## src/rtl/vga_pixel_source.sv

```systemverilog
// vga_pixel_source: fetches framebuffer words into a show-ahead pixel FIFO; the head appears on pixel_color with zero latency.
// Backpressure: new reads issue only while buffered + in-flight pixels < FIFO_DEPTH; VGA_PIXEL_SOURCE_UNDERFLOW_COUNT_EN adds underflow_count.
module vga_pixel_source #(
    parameter int FB_WIDTH   = 640,
    parameter int FB_HEIGHT  = 480,
    parameter int FIFO_DEPTH = 64,
    parameter int ADDR_W     = 26
) (
    input  logic              clk,
    input  logic              reset,
    input  logic [ADDR_W-1:0] fb_base,
    input  logic              vsync,
    output logic [23:0]       pixel_color,
    input  logic              pixel_taken,
    output logic              mem_req,
    output logic [ADDR_W-1:0] mem_addr,
    input  logic              mem_ack,
    input  logic [31:0]       mem_rdata,
    input  logic              mem_rvalid,
    output logic              underflow
`ifdef VGA_PIXEL_SOURCE_UNDERFLOW_COUNT_EN
    ,
    output logic [15:0]       underflow_count
`endif
);

    localparam int PW = $clog2(FIFO_DEPTH);
    localparam int CW = PW + 1;
    localparam logic [18:0] LAST_IDX  = 19'(FB_WIDTH * FB_HEIGHT - 1);
    localparam logic [CW-1:0] DEPTH_C = CW'(FIFO_DEPTH);
    localparam logic [CW:0] OCC_LIMIT = (CW + 1)'(FIFO_DEPTH);

    typedef enum logic [1:0] {IDLE, FETCH, DONE} state_t;

    state_t            state_q, state_d;
    logic [ADDR_W-1:0] base_q, base_d;
    logic [ADDR_W-1:0] mem_addr_q, mem_addr_d;
    logic [18:0]       pix_idx_q, pix_idx_d;
    logic              mem_req_q, mem_req_d;
    logic [CW-1:0]     count_q, count_d;
    logic [CW-1:0]     outst_q, outst_d;
    logic [CW-1:0]     discard_q, discard_d;
    logic [PW-1:0]     rd_ptr_q, rd_ptr_d;
    logic [PW-1:0]     wr_ptr_q, wr_ptr_d;
    logic [23:0]       fifo_mem_q [FIFO_DEPTH];
    logic [CW:0]       occupancy;
    logic              fifo_empty, ack_fire, do_pop, do_push;
    logic              unused_rdata_hi;

    assign fifo_empty      = (count_q == '0);
    assign ack_fire        = mem_req_q & mem_ack;
    assign do_pop          = pixel_taken & ~fifo_empty;
    assign do_push         = mem_rvalid & (discard_q == '0);
    assign pixel_color     = fifo_empty ? 24'h000000 : fifo_mem_q[rd_ptr_q];
    assign underflow       = pixel_taken & fifo_empty;
    assign mem_req         = mem_req_q;
    assign mem_addr        = mem_addr_q;
    assign unused_rdata_hi = ^mem_rdata[31:24];

    always_comb begin
        state_d    = state_q;
        base_d     = base_q;
        mem_addr_d = mem_addr_q;
        pix_idx_d  = pix_idx_q;
        mem_req_d  = mem_req_q & ~ack_fire;
        outst_d    = outst_q + CW'(ack_fire) - CW'(mem_rvalid);
        discard_d  = discard_q - CW'(mem_rvalid && (discard_q != '0));
        rd_ptr_d   = rd_ptr_q + PW'(do_pop);
        wr_ptr_d   = wr_ptr_q + PW'(do_push);
        count_d    = count_q + CW'(do_push) - CW'(do_pop);
        occupancy  = '0;

        if (vsync) begin
            // Everything still in flight after this cycle belongs to the old frame.
            state_d   = FETCH;
            base_d    = fb_base;
            pix_idx_d = '0;
            mem_req_d = 1'b0;
            discard_d = outst_d;
            rd_ptr_d  = '0;
            wr_ptr_d  = '0;
            count_d   = '0;
        end else begin
            if (ack_fire) begin
                pix_idx_d = pix_idx_q + 19'd1;
                if (pix_idx_q == LAST_IDX) begin
                    state_d = DONE;
                end
            end
            occupancy = {1'b0, count_d} + {1'b0, outst_d};
            if (state_d == FETCH && !mem_req_d && occupancy < OCC_LIMIT) begin
                mem_req_d  = 1'b1;
                mem_addr_d = base_q + ADDR_W'({pix_idx_d, 2'b00});
            end
        end
    end

    always_ff @(posedge clk or posedge reset) begin
        if (reset) begin
            state_q    <= IDLE;
            base_q     <= '0;
            mem_addr_q <= '0;
            pix_idx_q  <= '0;
            mem_req_q  <= 1'b0;
            count_q    <= '0;
            outst_q    <= '0;
            discard_q  <= '0;
            rd_ptr_q   <= '0;
            wr_ptr_q   <= '0;
        end else begin
            state_q    <= state_d;
            base_q     <= base_d;
            mem_addr_q <= mem_addr_d;
            pix_idx_q  <= pix_idx_d;
            mem_req_q  <= mem_req_d;
            count_q    <= count_d;
            outst_q    <= outst_d;
            discard_q  <= discard_d;
            rd_ptr_q   <= rd_ptr_d;
            wr_ptr_q   <= wr_ptr_d;
        end
    end

    always_ff @(posedge clk) begin
        if (do_push) begin
            fifo_mem_q[wr_ptr_q] <= mem_rdata[23:0];
        end
    end

`ifdef VGA_PIXEL_SOURCE_UNDERFLOW_COUNT_EN
    logic [15:0] uf_cnt_q;

    always_ff @(posedge clk or posedge reset) begin
        if (reset) begin
            uf_cnt_q <= '0;
        end else if (underflow && uf_cnt_q != 16'hFFFF) begin
            uf_cnt_q <= uf_cnt_q + 16'd1;
        end
    end

    assign underflow_count = uf_cnt_q;
`endif

    // The issue rule bounds buffered + in-flight pixels, so these can only fire on a design bug.
    push_never_full: assert property (@(posedge clk) disable iff (reset)
        !(do_push && count_q == DEPTH_C));
    rvalid_has_request: assert property (@(posedge clk) disable iff (reset)
        mem_rvalid |-> (outst_q != '0));

endmodule
```

## config.mk

```make
export PLATFORM = sky130hd
export DESIGN_NAME = vga_pixel_source
export DESIGN_NICKNAME = d
export VERILOG_FILES = /design/src/rtl/vga_pixel_source.sv
export SDC_FILE = /design/constraint.sdc
export NUM_CORES = 2
export LEC_CHECK = 0
export ABC_AREA = 1
export BUFFER_PORTS_ARGS = -buffer_cell sky130_fd_sc_hd__buf_4
export CAP_MARGIN = 25
export CORE_AREA = 2 2 556 420
export DETAILED_ROUTE_END_ITERATION = 12
export DIE_AREA = 0 0 558 422
export GPL_ROUTABILITY_DRIVEN = 0
export PLACE_DENSITY = 0.45
export SKIP_CTS_REPAIR_TIMING = 1
export SLEW_MARGIN = 5
export SYNTH_ARGS = -nofsm -noshare
export SYNTH_HDL_FRONTEND = slang
export SYNTH_SLANG_ARGS = --single-unit
```

## constraint.sdc

```tcl
create_clock -name clk -period 3.5 [get_ports clk]
set_input_delay 0.175 -clock clk [delete_from_list [all_inputs] [get_ports clk]]
set_output_delay 0.175 -clock clk [all_outputs]
set_load 0.02 [all_outputs]
```

==> reports/results.ini <==
[min_path]
hold_path_class=input port to flip-flop

[worst_setup_path]
r2r_slack_ns=-0.20
worstReg2RegStart=count_q[5]
crit_end=mem_addr[24]
setup.worst_path.start_class=flip-flop
cp_max_fo=7
critPathKind=flip-flop to flip-flop
endpoint_kind=flip-flop
max_stage_delay_ns=0.39
crit_path_frequent_cell=inv_1
rr_endpoint=mem_addr[24]
cp_slowest_cell=dfrtp_1
critPathRequiredTime_ns=4.27
critPathLaunch=count_q[5]
reg2reg_depth=22
path_cells=inv_2 -> ha_4 -> inv_1 -> nor2_1 -> and3_1 -> nor2_2 -> ha_1 -> inv_1 -> ha_2 -> inv_2 -> fa_2 -> buf_6 -> o221ai_4 -> xor2_1 -> inv_1 -> ha_4 -> nor4_4 -> nand2_2 -> nor2_4 -> clkbuf_16 -> nand3_2 -> nand2_1
worstPathArrival_ns=4.47

[timing]
worstMarginPinSlew_ns=1.194
period_share=1.058
hold-worst-slack_ns=-0.03757
setup_viol=31
slew_headroom=0.2041
timing.final.ws_setup_ns=-0.2023
grt_setup_unrepaired=true
period_minus_slack_ns=3.702
hold_viol_final=12
fmax_mhz=270.1
fin_skew_ns=0.04203
setup_tns_ns=-3.877
drv_slew=0

[placed_design]
numPortBuffers=107
placed_cells=9333
place_hpwl_um=125300

[cts]
cts-buffers-inserted=174
cts_tree=built
clockBufferDepth=3
h-tree-depth=4
cts-root-buf=clkbuf_16
path_clk_slew_ns=0.06
clkLatencyLatePin_ns=0.82
cts.sink_count=1643

[grt]
grt_pass1_wl_um=319000
grtUsageTotal=0.1860
grt_start_max_net_pins=115
overflow=0
antenna_found_initial=15
grt_pass1_vias=43410

[finish]
areaGrowthSynthToFinish_pct=22.55
layout-drive-gt1-share=0.1540
fin_cells=9827
multi_input_area_sq_mm=0.01922
n_fill_cell=22455
area.sequential_sq_mm=0.04882
layout.nets=6696

[yosys]
syn_area_per_cell_sq_um=11.03
ys_ff_latch=1643
yosys_most_used_dff=edfxtp_1
synth_area_sq_mm=0.06864
yosysUniqueCellTypes=41
yosys_warnings=0
synth_fp_nets=6341
syn_inst=6226
synth_edf_count=1536
async_reset_ff_frac=0.06512
ys_seq_area_frac=0.7109

[floorplan]
die_area_sq_mm=0.2355
core_area_sq_mm=0.2303
initial_core_util=0.2981
die_y_um=422
die_w_um=558
io_pins=116
rows=153

[run]
cap_violations=0

[route]
wl_per_cell_um=23.93
route.detailed.drc=0
viasPerCell=4.833
finalWirelength_um=235200
ant_nets=0
first_pass_iters=6
vias=47498
drt-initial-drc-count=4824

[pwr]
p_leak_nw=31.89
power_density_mw_per_mm2=650.9
peakVddDrop_mv=0.5377

[run_status]
violations=negative hold slack, negative setup slack
outcome=finished with violations

==> logic make-up after synthesis <==
kind of cell | share of synthesized area
AOI/OAI and AO/OA | 0.02123
xor gates and xnor gates | 0.004211
adders and majority gates | 0.009624
buffers and inverters | 0.03161
DFF | 0.7109
and+or+nand+nor | 0.2224
==> cells in the final DEF, fill, tap and decap left out, types with 7 or more instances in the layout <==
master / n
buf_16: 26
buf_6: 34
a21oi_1: 219
buf_8: 7
diode_2: 11
nor3_2: 14
edfxtp_1: 1536
nand3_4: 18
nand2_2: 47
clkinv_16: 7
and2_1: 7
clkinv_1: 38
nand4_1: 12
xor2_1: 19
nor2_4: 35
o21ai_0: 35
buf_12: 73
ha_1: 44
nand3_1: 699
dlygate4sd3_1: 62
nand3b_1: 8
buf_4: 274
clkinv_2: 19
nor2_2: 86
inv_1: 144
nor3_1: 24
a21oi_2: 21
xnor2_1: 14
clkbuf_1: 52
nand3_2: 108
nor2_1: 150
nand2_1: 2504
dfrtp_1: 102
clkbuf_16: 204
==> stage by stage <==
step                      cell area, sq um  setup slack, ns  power [mW]  hold slack, ns    util
after floorplan                      68670         0.001842       29.72          0.2739       -
after global routing                 84090          -0.4300       57.31      -0.0001072  0.3652
after detailed placement             74690          -0.2686       34.66          0.3854  0.3243
after global placement               74690          -0.2489       34.61          0.3834  0.3243
after CTS                            80040          -0.5554       52.39         -0.5072  0.3476
final                                84120          -0.2023       54.76        -0.03757  0.3653
==> area by class of cell <==
type | count | share of cell area
sequential | 1643 | 0.5803
inverter | 157 | 0.008374
clock inverter | 78 | 0.008091
antenna | 11 | 0.0003272
tap | 3100 | 0.04611
timing repair inverter | 6 | 0.0009370
multi-input combinational | 4095 | 0.2285
timing repair buffer | 504 | 0.07184
clock buffer | 233 | 0.05549
==> power breakdown <==
group	total [mW]	leakage (nW)	switching, mW	internal, mW
logic	15.0	14.1	9.59	5.44
clock network	17.7	2.60	7.86	9.83
registers	22.0	15.2	0.207	21.8
==> metal layers <==
layer  up-vias  track usage  share of wire
met5         -            0       0.000043
met4         2      0.04087          0.019
met3       234      0.02618          0.063
met2      1472       0.2674           0.43
met1     23790       0.2926           0.49
li1      22000            -              -
==> synthesized netlist by cell type, drive strengths merged, types with 2 or more instances <==
master	n	area, sq um
nand2	2554	9602
edfxtp	1536	46120
nand3	825	4177
nor2	271	1040
buf	250	1274
a21oi	240	1201
inv	157	591.8
dfrtp	107	2678
clkbuf	81	304.0
ha	48	600.6
nor3	38	195.2
o21ai	35	175.2
xor2	19	166.4
xnor2	14	122.6
nand4	12	75.07
nand3b	9	71.32
and2	7	43.79
nor4	4	31.28
or2	4	25.02
a31oi	3	18.77
fa	3	60.06
o21bai	3	22.52
a21o	2	15.01
==> worst max-delay path: cells and delay by family (launching register included) <==
family / cells / cell delay (ns)
buf+inv: 7 / 0.68
flops: 1 / 0.39
xor+xnor: 1 / 0.20
compound gates: 1 / 0.13
simple gates: 8 / 1.07
fa+ha+maj: 5 / 1.18
==> sequential cells by signal, summed over array words and instances (netlist names) <==
register,cells
rd_ptr_q,6
mem_addr,26
base_q,26
discard_q,7
outst_q,7
mem_req,1
pix_idx_q,19
count_q,7
state_q,2
fifo_mem_q,1536
wr_ptr_q,6
==> worst min path at each step <==
stage                             to  cells past startpoint    startpoint  slack (ns)
detailed placement         base_q[2]                      3    fb_base[2]        0.39
global route        fifo_mem_q[9][5]                      1  mem_rdata[5]     -0.0001
CTS                        base_q[6]                      3    fb_base[6]       -0.51
global placement          base_q[12]                      3   fb_base[12]        0.38
finish              fifo_mem_q[8][5]                      1  mem_rdata[5]       -0.04
floorplan           fifo_mem_q[0][0]                      0  mem_rdata[0]        0.27
(Power assumes the default switching activity.)
